$ cat src/rtl/counter_arbiter.sv
// Round-robin arbiter that lends one shared up_counter to N_REQ requesters as an
// interval timer, granting each winner exclusive use for its own length L.
module counter_arbiter #(
    parameter int N_REQ = 4,
    parameter int CNT_W = 4
) (
    input  logic                     i_clk,
    input  logic                     i_reset_n,
    input  logic [N_REQ-1:0]         i_req,
    input  logic [N_REQ*CNT_W-1:0]   i_len,
    input  logic                     i_abort,
    input  logic [CNT_W-1:0]         i_count,
    output logic                     o_cnt_reset,
    output logic [N_REQ-1:0]         o_grant,
    output logic [N_REQ-1:0]         o_done,
    output logic                     o_aborted,
    output logic                     o_busy
);

    localparam int IDX_W = (N_REQ > 1) ? $clog2(N_REQ) : 1;

    typedef enum logic [1:0] {
        ST_IDLE  = 2'd0,
        ST_CLEAR = 2'd1,
        ST_RUN   = 2'd2,
        ST_DONE  = 2'd3
    } state_t;

    state_t             state_r;
    state_t             state_s;
    logic [IDX_W-1:0]   ptr_r;
    logic [IDX_W-1:0]   owner_r;
    logic [IDX_W-1:0]   owner_s;
    logic [IDX_W-1:0]   win_s;
    logic [IDX_W-1:0]   ptr_next_s;
    logic [CNT_W-1:0]   len_r;
    logic [CNT_W-1:0]   win_len_s;
    logic               found_s;
    logic               abort_s;
    logic [N_REQ-1:0]   grant_r;
    logic [N_REQ-1:0]   done_r;
    logic               aborted_r;
    logic               busy_r;
    logic               cnt_reset_r;

    function automatic logic [N_REQ-1:0] to_onehot(input logic [IDX_W-1:0] idx);
        logic [N_REQ-1:0] oh;
        for (int i = 0; i < N_REQ; i++) begin
            oh[i] = (idx == IDX_W'(i));
        end
        return oh;
    endfunction

    // Round-robin search: first set request at or above the pointer, wrapping.
    always_comb begin : arb_search
        int pos;
        found_s   = 1'b0;
        win_s     = {IDX_W{1'b0}};
        win_len_s = {CNT_W{1'b0}};
        pos       = 0;
        for (int i = 0; i < N_REQ; i++) begin
            pos = int'(ptr_r) + i;
            if (pos >= N_REQ) begin
                pos = pos - N_REQ;
            end else begin
                pos = pos;
            end
            if (!found_s && i_req[pos]) begin
                found_s   = 1'b1;
                win_s     = IDX_W'(pos);
                win_len_s = i_len[pos*CNT_W +: CNT_W];
            end else begin
                found_s   = found_s;
            end
        end
    end

    // Next-state decode; an abort outranks a length match in the same cycle.
    always_comb begin
        state_s = state_r;
        abort_s = 1'b0;
        case (state_r)
            ST_IDLE: begin
                if (found_s) begin
                    state_s = ST_CLEAR;
                end else begin
                    state_s = ST_IDLE;
                end
            end
            ST_CLEAR: begin
                if (i_abort) begin
                    state_s = ST_DONE;
                    abort_s = 1'b1;
                end else begin
                    state_s = ST_RUN;
                end
            end
            ST_RUN: begin
                if (i_abort) begin
                    state_s = ST_DONE;
                    abort_s = 1'b1;
                end else if (i_count == len_r) begin
                    state_s = ST_DONE;
                end else begin
                    state_s = ST_RUN;
                end
            end
            ST_DONE: begin
                state_s = ST_IDLE;
            end
            default: begin
                state_s = ST_IDLE;
            end
        endcase
    end

    // Owner to use for the next cycle's outputs and the pointer after this grant.
    always_comb begin
        if ((state_r == ST_IDLE) && found_s) begin
            owner_s = win_s;
        end else begin
            owner_s = owner_r;
        end
        if (owner_r == IDX_W'(N_REQ - 1)) begin
            ptr_next_s = {IDX_W{1'b0}};
        end else begin
            ptr_next_s = owner_r + IDX_W'(1);
        end
    end

    // State, latched grant context and registered outputs driven from the next state.
    always_ff @(posedge i_clk) begin
        if (!i_reset_n) begin
            state_r     <= ST_IDLE;
            ptr_r       <= {IDX_W{1'b0}};
            owner_r     <= {IDX_W{1'b0}};
            len_r       <= {CNT_W{1'b0}};
            grant_r     <= {N_REQ{1'b0}};
            done_r      <= {N_REQ{1'b0}};
            aborted_r   <= 1'b0;
            busy_r      <= 1'b0;
            cnt_reset_r <= 1'b1;
        end else begin
            state_r <= state_s;
            owner_r <= owner_s;
            if ((state_r == ST_IDLE) && found_s) begin
                len_r <= win_len_s;
            end else begin
                len_r <= len_r;
            end
            if (state_r == ST_DONE) begin
                ptr_r <= ptr_next_s;
            end else begin
                ptr_r <= ptr_r;
            end
            if ((state_s == ST_CLEAR) || (state_s == ST_RUN)) begin
                grant_r <= to_onehot(owner_s);
            end else begin
                grant_r <= {N_REQ{1'b0}};
            end
            if (state_s == ST_DONE) begin
                done_r <= to_onehot(owner_s);
            end else begin
                done_r <= {N_REQ{1'b0}};
            end
            aborted_r   <= (state_s == ST_DONE) && abort_s;
            busy_r      <= (state_s != ST_IDLE);
            cnt_reset_r <= (state_s != ST_RUN);
        end
    end

    assign o_grant     = grant_r;
    assign o_done      = done_r;
    assign o_aborted   = aborted_r;
    assign o_busy      = busy_r;
    assign o_cnt_reset = cnt_reset_r;

endmodule

$ cat config.mk
export PLATFORM = sky130hd
export DESIGN_NAME = counter_arbiter
export DESIGN_NICKNAME = d
export VERILOG_FILES = /design/src/rtl/counter_arbiter.sv
export SDC_FILE = /design/constraint.sdc
export NUM_CORES = 1
export LEC_CHECK = 0
export ABC_AREA = 1
export CORE_ASPECT_RATIO = 0.7
export CORE_MARGIN = 10
export CORE_UTILIZATION = 50
export CTS_CLUSTER_DIAMETER = 100
export DETAILED_ROUTE_END_ITERATION = 7
export MAX_ROUTING_LAYER = met4
export PLACE_DENSITY = 0.78
export SYNTH_ARGS = -nofsm -noshare
export SYNTH_HDL_FRONTEND = slang
export SYNTH_SLANG_ARGS = --single-unit
$ cat constraint.sdc
create_clock -name i_clk -period 3.4 [get_ports i_clk]
set_clock_uncertainty 0.05 [all_clocks]
set_input_delay 0.34 -clock i_clk [delete_from_list [all_inputs] [get_ports i_clk]]
set_output_delay 0.34 -clock i_clk [all_outputs]
set_load 0.05 [all_outputs]
==> reports/results.tsv <==
metric	value	unit
vias in the first global route	1465	
Crit Path Category	reg2reg	
Synth Cell Area	0.001639	mm2
first-pass GRT wire length	6789	um
grt ovf	0	
Num CTS Buffers	3	
Post-Syn Nets	289	
die height	67.90	um
Slew HR	65.43	%
post-route ant nets	0	
sequential area share after synthesis	25.65	%
die area	0.006004	mm2
final setup fails	0	
Leakage	0.9636	nW
CP endpoint kind	register	
# clock sinks	21	
maximum capacitance violations	0	
synthesized area per cell	6.504	um2
final instance area	0.002076	mm2
Residual DRC	0	
worst-skew pair later-pin latency	260	ps
largest area contributor in the netlist	dfxtp_1	
Clock transition at path regs	70	ps
status	complete, no violations	
DP Area	0.002031	mm2
Pwr per Cell Area	709.9	mW/mm2
Final Hold Viols	0	
die width	88.43	um
Hold Crit Class	reg2reg	
drt wl/cell	12.53	um
upper clock frequency limit	353.9	MHz
#FFs+latches synth	21	
most common cell after layout, fill and taps aside	nand2_1	
CTS root buf	clkbuf_8	
# hold bufs at CTS	0	
standard-cell rows	17	
fin crit share	83.10	%
setup total negative slack	0	ps
area grow syn2layout	26.64	%
CTS tree	yes	
Initial Util	52.07	%
gr usage total	14.26	%
layout cells sized above 1	12.20	%
Synth area leaders	dfxtp_1 26%, nand2_1 15%, o21ai_0 11%	
initial antenna violation count	0	
fin crit period	2826	ps
Worst-Margin Slew	514.6	ps
total length of routed wires	4071	um
Post-DP HPWL	3214	um
Mapped Cells	252	
startpoint types	register	
Max Root-Sink Buffers	2	
setup repair bufs after CTS	0	
peak fanout along the critical path	19	
Max Slew Vio Count	0	
commonest non-fill, non-tap cells in the layout	65 x nand2_1, 37 x clkdlybuf4s50_1, 35 x o21ai_0	
filler instances	310	
Arr. time, crit path	2960	ps
largest net degree at the start of global routing	34	
nets	325	
CORE AREA	0.003148	mm2
Peak VDD IR	0.6589	mV
H-tree depth	1	
worst endpoint required time	3530	ps
Syn. warnings	0	
final hold slack	529.1	ps
post-cts sizing count	0	
DRT Pass-1 Iters	4	
routed vias	1666	
unrepaired setup endpoints after global routing	false	
Yosys top cell area share	25.65	%
port bufs	37	
Unique masters post-synth	30	
Iteration-0 DRC Markers	121	
ANT cells	0	
GPL Wtd Cong	0.8408	
I/O pin cnt	38	
Avg Vias per Cell	5.126	
## sequential cells by signal (all words and copies together), names as in the netlist
name and cells:
len_r 4, o_aborted 1, o_busy 1, o_cnt_reset 1, o_done 4, o_grant 4, owner_r 2, ptr_r 2
state_r 2
## stage by stage
step / std cells / utilization (%) / power [mW] / setup WS, ps
after global placement: 321 / 64.51 / 1.303 / 791.9
after floorplan: 252 / - / 1.089 / 743.9
after global routing: 325 / 65.94 / 1.610 / 304.6
after CTS: 325 / 65.94 / 1.476 / 580.0
final: 325 / 65.94 / 1.473 / 574.5
after detailed placement: 321 / 64.51 / 1.310 / 658.4
## cell usage after synthesis, drive strengths merged
cell	n
buf	5
nand2	78
xnor2	3
or2	1
o211a	1
nand3b	1
inv	26
nand4	1
o22ai	4
xor2	1
ha	10
nand3	14
nor2	28
o21ai	35
dfxtp	21
clkbuf	3
nor3	3
a31oi	1
o211ai	1
o21bai	1
a21oi	14
## power breakdown
part	total (mW)	internal (mW)	switching (mW)
Sequential	0.373	0.328	0.0456
Combinational	0.942	0.325	0.617
Clock	0.158	0.0833	0.0746
Total	1.47	0.736	0.737
## final timing paths
path	startpoint	endpoint	slack, ps	cells after the start
worst max-delay path	ptr_r[1]	o_grant[1]	570	11
worst min-delay path	len_r[0]	len_r[0]	530	2
worst max register to register	ptr_r[1]	o_grant[1]	570	11
worst min register to register	len_r[0]	len_r[0]	530	2
## worst max-delay path, cell delays in order, from the launching register on
cell and delay (ps):
dfxtp_1 530, inv_1 110, ha_1 370, inv_2 240
nand3_1 140, nand2_2 100, nand4_2 140, o21ai_0 360
inv_1 90, ha_1 280, nand2_1 110, nor3_2 210
## cells by family after synthesis
group / count (synthesis) / synth area share [%]
xor gates and xnor gates: 4 / 2.138
AOI/OAI and AO/OA: 57 / 18.40
adders and majority gates: 10 / 7.634
and+or+nand+nor: 126 / 37.71
buffers and inverters: 34 / 8.473
DFF: 21 / 25.65
## final cells by class
cell class,instances,area [um2],area share (%)
Multi-Input combinational cell,197,1080,52.02
Sequential cell,21,420.4,20.25
Timing Repair Buffer,39,385.4,18.57
Inverter,26,97.59,4.702
Tap cell,38,47.55,2.291
Clock buffer,4,45.04,2.170
## per-layer routing
| layer | track usage, % | vias to the layer above | routed length [um] |
|---|---|---|---|
| li1 | - | 888 | - |
| met1 | 19.77 | 727 | 2089 |
| met2 | 20.07 | 49 | 1628 |
| met3 | 4.508 | 2 | 342 |
| met4 | 1.807 | 0 | 10 |
| met5 | - | - | 0 |
Power figures use the tool's default switching activity.
